$ cat src/rtl/or_tester_pkg.sv
// Shared types and constants for the quad two-input OR gate tester.
// Latency: n/a (declarations only).
// Backpressure: n/a.
package or_tester_pkg;

  localparam int NUM_GATES = 4;
  localparam int NUM_VECS  = 4;
  localparam int GATE_W    = $clog2(NUM_GATES);
  localparam int VEC_W     = $clog2(NUM_VECS);

  typedef enum logic [1:0] {
    IDLE   = 2'd0,
    SETTLE = 2'd1,
    SAMPLE = 2'd2,
    DONE   = 2'd3
  } state_t;

  // Reference OR response for a two-bit vector {a, b}.
  function automatic logic or_expect(input logic [VEC_W-1:0] v);
    return v[1] | v[0];
  endfunction

endpackage

$ cat src/rtl/settle_timer.sv
// Loadable down-counter that times how long a test vector is held on the pins.
// Latency: load takes effect on the next edge; zero is combinational from the count.
// Backpressure: none; count is a plain enable and the counter parks at zero.
module settle_timer #(
  parameter int WIDTH = 4
) (
  input  logic             clk,
  input  logic             reset,
  input  logic             load,
  input  logic [WIDTH-1:0] load_val,
  input  logic             count,
  output logic             zero
);

  logic [WIDTH-1:0] cnt;

  // Load wins over count; counting stops at zero so the flag stays stable.
  always_ff @(posedge clk or posedge reset) begin
    if (reset) begin
      cnt <= '0;
    end else if (load) begin
      cnt <= load_val;
    end else if (count && (cnt != '0)) begin
      cnt <= cnt - 1'b1;
    end
  end

  assign zero = (cnt == '0);

endmodule

$ cat src/rtl/or_gate_tester.sv
// Exercises an external quad 2-input OR gate with all four vectors per gate and reports per-gate pass/fail.
// Latency: one run takes 1+16*(SETTLE_CYCLES+1) cycles from the start edge to the done pulse.
// Backpressure: none; start is sampled only in IDLE and ignored while busy.
module or_gate_tester
  import or_tester_pkg::*;
#(
  parameter int SETTLE_CYCLES = 4
) (
  input  logic                 clk,
  input  logic                 reset,
  input  logic                 start,
  output logic [NUM_GATES-1:0] gate_a,
  output logic [NUM_GATES-1:0] gate_b,
  input  logic [NUM_GATES-1:0] gate_y,
  output logic                 busy,
  output logic                 done,
  output logic [NUM_GATES-1:0] pass,
  output logic                 fail_valid,
  output logic [GATE_W-1:0]    fail_gate,
  output logic [VEC_W-1:0]     fail_vec
);

  localparam int TIMER_W = $clog2(SETTLE_CYCLES) + 1;
  localparam logic [TIMER_W-1:0] SETTLE_LOAD = TIMER_W'(SETTLE_CYCLES - 1);
  localparam logic [GATE_W-1:0]  LAST_GATE   = GATE_W'(NUM_GATES - 1);
  localparam logic [VEC_W-1:0]   LAST_VEC    = VEC_W'(NUM_VECS - 1);

  state_t state;
  state_t state_n;

  logic [GATE_W-1:0]    gate;
  logic [VEC_W-1:0]     vec;
  logic [NUM_GATES-1:0] y_meta;
  logic [NUM_GATES-1:0] y_sync;

  logic tmr_load;
  logic tmr_count;
  logic tmr_zero;

  logic start_run;
  logic last_vector;
  logic mismatch;

  assign start_run   = (state == IDLE) && start;
  assign last_vector = (gate == LAST_GATE) && (vec == LAST_VEC);
  assign mismatch    = (y_sync[gate] != or_expect(vec));

  settle_timer #(
    .WIDTH (TIMER_W)
  ) u_settle_timer (
    .clk      (clk),
    .reset    (reset),
    .load     (tmr_load),
    .load_val (SETTLE_LOAD),
    .count    (tmr_count),
    .zero     (tmr_zero)
  );

  // Two-flop synchronizer: the gate outputs have no timing relationship to clk.
  always_ff @(posedge clk or posedge reset) begin
    if (reset) begin
      y_meta <= '0;
      y_sync <= '0;
    end else begin
      y_meta <= gate_y;
      y_sync <= y_meta;
    end
  end

  // State register.
  always_ff @(posedge clk or posedge reset) begin
    if (reset) begin
      state <= IDLE;
    end else begin
      state <= state_n;
    end
  end

  // Next-state and timer control; the timer is reloaded on every entry to SETTLE.
  always_comb begin
    state_n   = state;
    tmr_load  = 1'b0;
    tmr_count = 1'b0;
    case (state)
      IDLE: begin
        if (start) begin
          state_n  = SETTLE;
          tmr_load = 1'b1;
        end
      end
      SETTLE: begin
        if (tmr_zero) begin
          state_n = SAMPLE;
        end else begin
          tmr_count = 1'b1;
        end
      end
      SAMPLE: begin
        if (last_vector) begin
          state_n = DONE;
        end else begin
          state_n  = SETTLE;
          tmr_load = 1'b1;
        end
      end
      DONE: begin
        state_n = IDLE;
      end
      default: begin
        state_n = IDLE;
      end
    endcase
  end

  // Vector sequencing: vec steps 00..11 per gate, gate advances when vec wraps.
  always_ff @(posedge clk or posedge reset) begin
    if (reset) begin
      gate <= '0;
      vec  <= '0;
    end else if (start_run) begin
      gate <= '0;
      vec  <= '0;
    end else if (state == SAMPLE) begin
      vec <= vec + 1'b1;
      if (vec == LAST_VEC) begin
        gate <= gate + 1'b1;
      end
    end
  end

  // Result capture: a mismatch clears the gate's pass bit; only the first mismatch is logged.
  always_ff @(posedge clk or posedge reset) begin
    if (reset) begin
      pass       <= '0;
      fail_valid <= 1'b0;
      fail_gate  <= '0;
      fail_vec   <= '0;
    end else if (start_run) begin
      pass       <= '1;
      fail_valid <= 1'b0;
      fail_gate  <= '0;
      fail_vec   <= '0;
    end else if ((state == SAMPLE) && mismatch) begin
      pass[gate] <= 1'b0;
      if (!fail_valid) begin
        fail_valid <= 1'b1;
        fail_gate  <= gate;
        fail_vec   <= vec;
      end
    end
  end

  // Drive only the gate under test, and only while a vector is being applied.
  always_comb begin
    gate_a = '0;
    gate_b = '0;
    if ((state == SETTLE) || (state == SAMPLE)) begin
      gate_a[gate] = vec[1];
      gate_b[gate] = vec[0];
    end
  end

  assign busy = (state != IDLE);
  assign done = (state == DONE);

endmodule

$ cat config.mk
export PLATFORM = sky130hd
export DESIGN_NAME = or_gate_tester
export DESIGN_NICKNAME = d
export VERILOG_FILES = /design/src/rtl/or_tester_pkg.sv /design/src/rtl/settle_timer.sv /design/src/rtl/or_gate_tester.sv
export SDC_FILE = /design/constraint.sdc
export NUM_CORES = 1
export LEC_CHECK = 0
export ABC_CLOCK_PERIOD_IN_PS = 1940
export BUFFER_PORTS_ARGS = -buffer_cell sky130_fd_sc_hd__buf_2
export CORE_MARGIN = 2
export CORE_UTILIZATION = 55
export CTS_BUF_LIST = sky130_fd_sc_hd__clkbuf_8
export DETAILED_ROUTE_END_ITERATION = 7
export HOLD_SLACK_MARGIN = 0.15
export PLACE_DENSITY = 0.8
export RECOVER_POWER = 50
export SLEW_MARGIN = 10
export SYNTH_ARGS = -nofsm -noshare
export SYNTH_HDL_FRONTEND = slang
export SYNTH_SLANG_ARGS = --single-unit
$ cat constraint.sdc
create_clock -name clk -period 1.94 [get_ports clk]
set_input_delay 0.097 -clock clk [delete_from_list [all_inputs] [get_ports clk]]
set_output_delay 0.097 -clock clk [all_outputs]
set_load 0.01 [all_outputs]
==> impl_metrics.toml, run 1 <==
[floorplanning]
fp.dieW_um = 52.0
core_area_mm2 = 0.00219
num_io_pins = 26
dieHeight_um = 52.0
rows = 17
dieArea_mm2 = 0.00271
start_util_pct = 57.9

[sta]
setup_violations = 0
skew_ns = 0.00325
setup_ws_ns = 0.257
period_share_pct = 86.8
rsz0062_at_grt = "false"
drv_slew = 0
tightestPinTransition_ns = 0.621
slew_headroom_pct = 58.6
report.final.hold_viol_count = 0
fin_crit_ns = 1.68
setup_tns_ns = 0
fmax_mhz = 594

[clocking]
clkSinkCount = 26
clk_latency_ns = 0.27
htree_levels = 1
cts.clk_slew.worst_paths_ns = 0.08
cts_resized = 0
cts_tree = "done"
cts_setup_buffers = 0
cts_root_buf = "clkbuf_8"
hold_buffers = 5
cts.path.max_buffers = 2
cts_inserted_buffers = 3

[yosys]
ys.flop_type = "dfrtp_1"
synth_top_family_by_area = "simple AND/OR/NAND/NOR gates"
synth-simple-area-share_pct = 13.9
synth_compound_area_share_pct = 10.3
muxShareOfSynthArea_pct = 3.35
synth_cells = 118
yosysWarnings = 0
yosysTopAreaCellShare_pct = 51.3
synth_largest_area_cell = "dfrtp_1"
avgSynthCellArea_um2 = 10.8
ys_ff_latch = 26
synthAdderAreaFrac_pct = 12.8
syn_nets = 138
synth-xor-area-share_pct = 4.73
synth_cell_types = 25
synthesis.area_mm2 = 0.00127
yosysSeqAreaShare_pct = 51.3
async_reset_ff_share_pct = 100
synth.area.top_cells = "dfrtp_1 51%, ha_1 13%, and3_1 3.9%"
synth-edff-count = 0

[drt]
via_count = 926
ant_nets = 0
drtIter0Drc = 7
first_pass_iters = 4
routed_wl_um = 2270
vias_per_cell = 5.14
wire_per_inst_um = 12.6
drc = 0

[pwr]
totalPowerFinal_mw = 2.23
ir_drop_v = 0.00113
power_density_mw_per_mm2 = 1430
leakagePower_nw = 0.789

[place]
io_buffers = 25
gp_congestion = 0.786
dp_slack_ns = 0.288
postPlaceCellArea_mm2 = 0.00144
dp_hpwl_um = 1650

[worst_setup_path]
end_kind = "flop"
path_delay_family = "multiplexers"
cp_data_arrival_time_ns = 1.83
cp_max_fo = 5
start_kind = "flop"
worstSetupPathType = "reg2reg"
worst-path-buf-inv = 0
reg2reg_setup_slack_ns = 0.26
cp_slowest_cell = "mux4_2"
worstPathRequired_ns = 2.09
slowest_delay_ns = 0.58
worstPathCellList = "mux4_2 -> xnor2_2 -> and2_4 -> a31oi_1"

[global_routing]
grt_pass1_vias = 903
overflow = 0
antenna_found_initial = 0
groute.usage.overall_pct = 19.8
grt_pass1_wl_um = 3880
grt_max_degree = 27

[cells_and_area]
final_nets = 173
drive_above_1_share_pct = 21.7
area_delta_synth_final_pct = 22.4
antenna_cells = 0
final.fill_count = 169
final_core_util_pct = 70.9
stdcell_area_mm2 = 0.00155

[status]
status = "complete, no violations"

[min_path]
min_path_type = "in2reg"

[run]
max_cap_violations = 0
Yosys cell counts, types with 2 or more instances:
master    instances
nor2b_1           2
xor2_1            2
o21ai_0           6
inv_1            10
mux2i_1           2
nand3_1           5
dfrtp_1          26
nand2b_1          2
and3_1            8
xnor2_1           3
a21oi_1           9
a31oi_1           5
ha_1             13
nor2_1            7
nand2_1           8
worst paths after layout:
check                                   end  cells past startpoint      start
worst min register to register    y_sync[3]                      0  y_meta[3]
worst max-delay path                pass[2]                      4    gate[0]
min in group asynchronous         y_meta[2]                      4      reset
worst max register to register      pass[2]                      4    gate[0]
worst min-delay path             fail_valid                      3      start
max in group asynchronous       fail_vec[0]                      4      reset
flip-flops by register name (all words and copies together), names as in the netlist:
name	cells
gate	2
u_settle_timer.cnt	3
fail_valid	1
y_sync	4
y_meta	4
vec	2
fail_vec	2
pass	4
state	2
fail_gate	2
where the power goes:
part	internal, mW	switching [mW]
clock network	0.276	0.160
registers	0.682	0.129
logic	0.421	0.558
worst register-to-register path: stages, from the launching register on:
cell	delay (ns)
dfrtp_1	0.47
mux4_2	0.58
xnor2_2	0.22
and2_4	0.20
a31oi_1	0.10
area by class of cell:
class / count / area [um^2] / area share (%)
repair buffers: 32 / 186 / 12.0
clock inverters: 1 / 30.0 / 1.93
clock buffers: 3 / 41.3 / 2.66
inverters: 10 / 37.5 / 2.42
well taps: 28 / 35.0 / 2.26
multi-input cells: 80 / 572 / 36.8
flip-flops and latches: 26 / 651 / 41.9
cells in the final DEF (no fill, tap or decap):
master	netlist	layout
a31oi_1	5	5
dlygate4sd3_1	0	5
mux2i_1	2	2
buf_4	0	1
a2bb2oi_1	1	1
mux4_2	1	1
dfrtp_1	26	26
o21a_1	1	1
o211ai_1	1	1
nand3_1	5	5
ha_1	13	13
buf_2	1	24
xnor2_2	1	1
xor2_1	2	2
clkbuf_8	0	3
clkbuf_1	1	1
inv_1	10	10
and2_4	1	1
and3_1	8	8
nor2_1	7	7
nand2b_1	2	2
bufinv_16	0	1
nor2b_1	2	2
clkbuf_2	0	1
o21ai_0	6	6
and2_1	1	1
xnor2_1	3	3
nor3_1	1	1
a21oi_1	9	9
nand2_1	8	8
per-stage QoR:
step / instances / hold slack, ns
final: 180 / 0.213
after detailed placement: 171 / 0.160
after global placement: 171 / 0.157
after global routing: 180 / 0.242
after CTS: 180 / 0.204
after floorplan: 118 / 0.128
cell families after synthesis:
group,after synthesis
AO/OA/AOI/OAI,23
adder cells (fa/ha/maj),13
multiplexers,3
buffers and inverters,12
XOR/XNOR,6
AND/OR/NAND/NOR,35
flip-flops,26
routing by layer:
layer	GRT usage (%)	routed length, um
met5	0	0
met4	10.5	48
met3	2.59	117
met2	33.8	1080
met1	24.3	1030
(Power assumes the default switching activity.)
==> run 2: changes to the inputs <==
--- a/config.mk
+++ b/config.mk
@@ -7,12 +7,13 @@
 export LEC_CHECK = 0
 export ABC_CLOCK_PERIOD_IN_PS = 1940
 export BUFFER_PORTS_ARGS = -buffer_cell sky130_fd_sc_hd__buf_2
+export CORE_ASPECT_RATIO = 2
 export CORE_MARGIN = 2
-export CORE_UTILIZATION = 55
+export CORE_UTILIZATION = 35
 export CTS_BUF_LIST = sky130_fd_sc_hd__clkbuf_8
+export CTS_CLUSTER_SIZE = 20
 export DETAILED_ROUTE_END_ITERATION = 7
 export HOLD_SLACK_MARGIN = 0.15
-export PLACE_DENSITY = 0.8
 export RECOVER_POWER = 50
 export SLEW_MARGIN = 10
 export SYNTH_ARGS = -nofsm -noshare
==> impl_metrics.toml, run 2 (synthesis gave the netlist of run 1 again) <==
[status]
status = "complete, no violations"

[cells_and_area]
reg.largest.list = "pass x4, y_meta x4, y_sync x4"
area_delta_synth_final_pct = 25.0
final_cell_mix = "26 x dfrtp_1, 24 x buf_2, 13 x ha_1"
drive_above_1_share_pct = 22.2
stdcell_area_mm2 = 0.00159
antenna_cells = 0
final_nets = 174
final_common_cell = "dfrtp_1"
final_cells = 202

[global_routing]
antenna_found_initial = 0
grt_max_degree = 27
overflow = 0
groute.usage.overall_pct = 12.6
grt_pass1_vias = 843
grt_pass1_wl_um = 3720

[floorplanning]
rows = 31
start_util_pct = 35.9
dieHeight_um = 89.1
dieArea_mm2 = 0.00415
core_area_mm2 = 0.00353
num_io_pins = 26
fp.dieW_um = 46.6

[sta]
period_share_pct = 85.0
slew_headroom_pct = 57.2
tightestPinTransition_ns = 0.643
setup_violations = 0
fmax_mhz = 606
report.final.hold_viol_count = 0
rsz0062_at_grt = "false"
fin_crit_ns = 1.65
hold_slack_ns = 0.221
drv_slew = 0
setup_tns_ns = 0
skew_ns = 0.00245

[min_path]
hp-start = "start"
holdPathEnd = "fail_valid"
min_path_type = "in2reg"
min_path_cells = 3

[worst_setup_path]
start_kind = "flop"
r2r_cells = 4
r2r-start = "gate[0]"
cp_max_fo = 5
cp_data_arrival_time_ns = 1.82
worstSetupPathType = "reg2reg"
worstPathRequired_ns = 2.11
reg2reg_to = "fail_valid"
end_kind = "flop"
reg2reg_setup_slack_ns = 0.29

[drt]
vias_per_cell = 4.50
ant_nets = 0
first_pass_iters = 4
routed_wl_um = 2370
via_count = 909
drc = 0
wire_per_inst_um = 11.7
drtIter0Drc = 24

[clocking]
htree_levels = 1
cts.path.max_buffers = 2
cts_resized = 0
cts_tree = "done"
cts_inserted_buffers = 3
clk_latency_ns = 0.27
cts_root_buf = "clkbuf_8"
cts_setup_buffers = 0
cts.clk_slew.worst_paths_ns = 0.09
hold_buffers = 5
clkSinkCount = 26

[pwr]
leakagePower_nw = 0.797
power_density_mw_per_mm2 = 1410
ir_drop_v = 0.000914

[place]
gp_congestion = 0.794
dp_hpwl_um = 1730
io_buffers = 25
postPlaceCellArea_mm2 = 0.00147
dp.cells = 193

[run]
max_cap_violations = 0
[run 2: cell types whose count changed in the layout (fill, tap and decap cells not counted)]
cell   previous run  this run
buf_4             1         2
[run 2: worst max-delay path by stage]
stage,endpoint,from
after detailed placement,pass[2],gate[0]
after global routing,fail_vec[0],gate[0]
after CTS,pass[2],gate[0]
after global placement,fail_valid,gate[0]
final,fail_valid,gate[0]
after floorplan,fail_valid,gate[0]
[run 2: power by group]
part           internal, mW  switching (mW)  total (mW)  leakage, nW
logic                 0.428           0.557       0.986        0.451
registers             0.682           0.125       0.807        0.309
clock network         0.276           0.172       0.448       0.0357
[run 2: worst max-delay path: stages, from the launching register on]
cell and delay (ns):
dfrtp_1 0.44, mux4_2 0.58, xnor2_2 0.18, and2_4 0.19, o21a_1 0.16
[run 2: final cells by class]
cell class / instances / area (um^2)
Multi-Input combinational cell: 80 / 572
Clock buffer: 3 / 41.3
Tap cell: 49 / 61.3
Timing Repair Buffer: 33 / 194
Inverter: 10 / 37.5
Sequential cell: 26 / 651
Fill cell: 342 / 1940
Clock inverter: 1 / 30.0
[run 2: through the flow]
stage	power (mW)	utilization (%)	worst slack (ns)
after floorplan	1.50	-	0.365
after global placement	1.78	41.6	0.328
after detailed placement	1.81	41.6	0.294
after CTS	2.28	45.1	0.282
after global routing	2.43	44.9	0.136
final	2.24	44.9	0.291
[run 2: metal layers]
| layer | vias to the layer above | track usage, % | wire [um] |
|---|---|---|---|
| li1 | 470 | - | - |
| met1 | 408 | 15.9 | 1130 |
| met2 | 26 | 19.9 | 1100 |
| met3 | 5 | 1.82 | 93 |
| met4 | 0 | 7.01 | 53 |
| met5 | - | 0 | 0 |
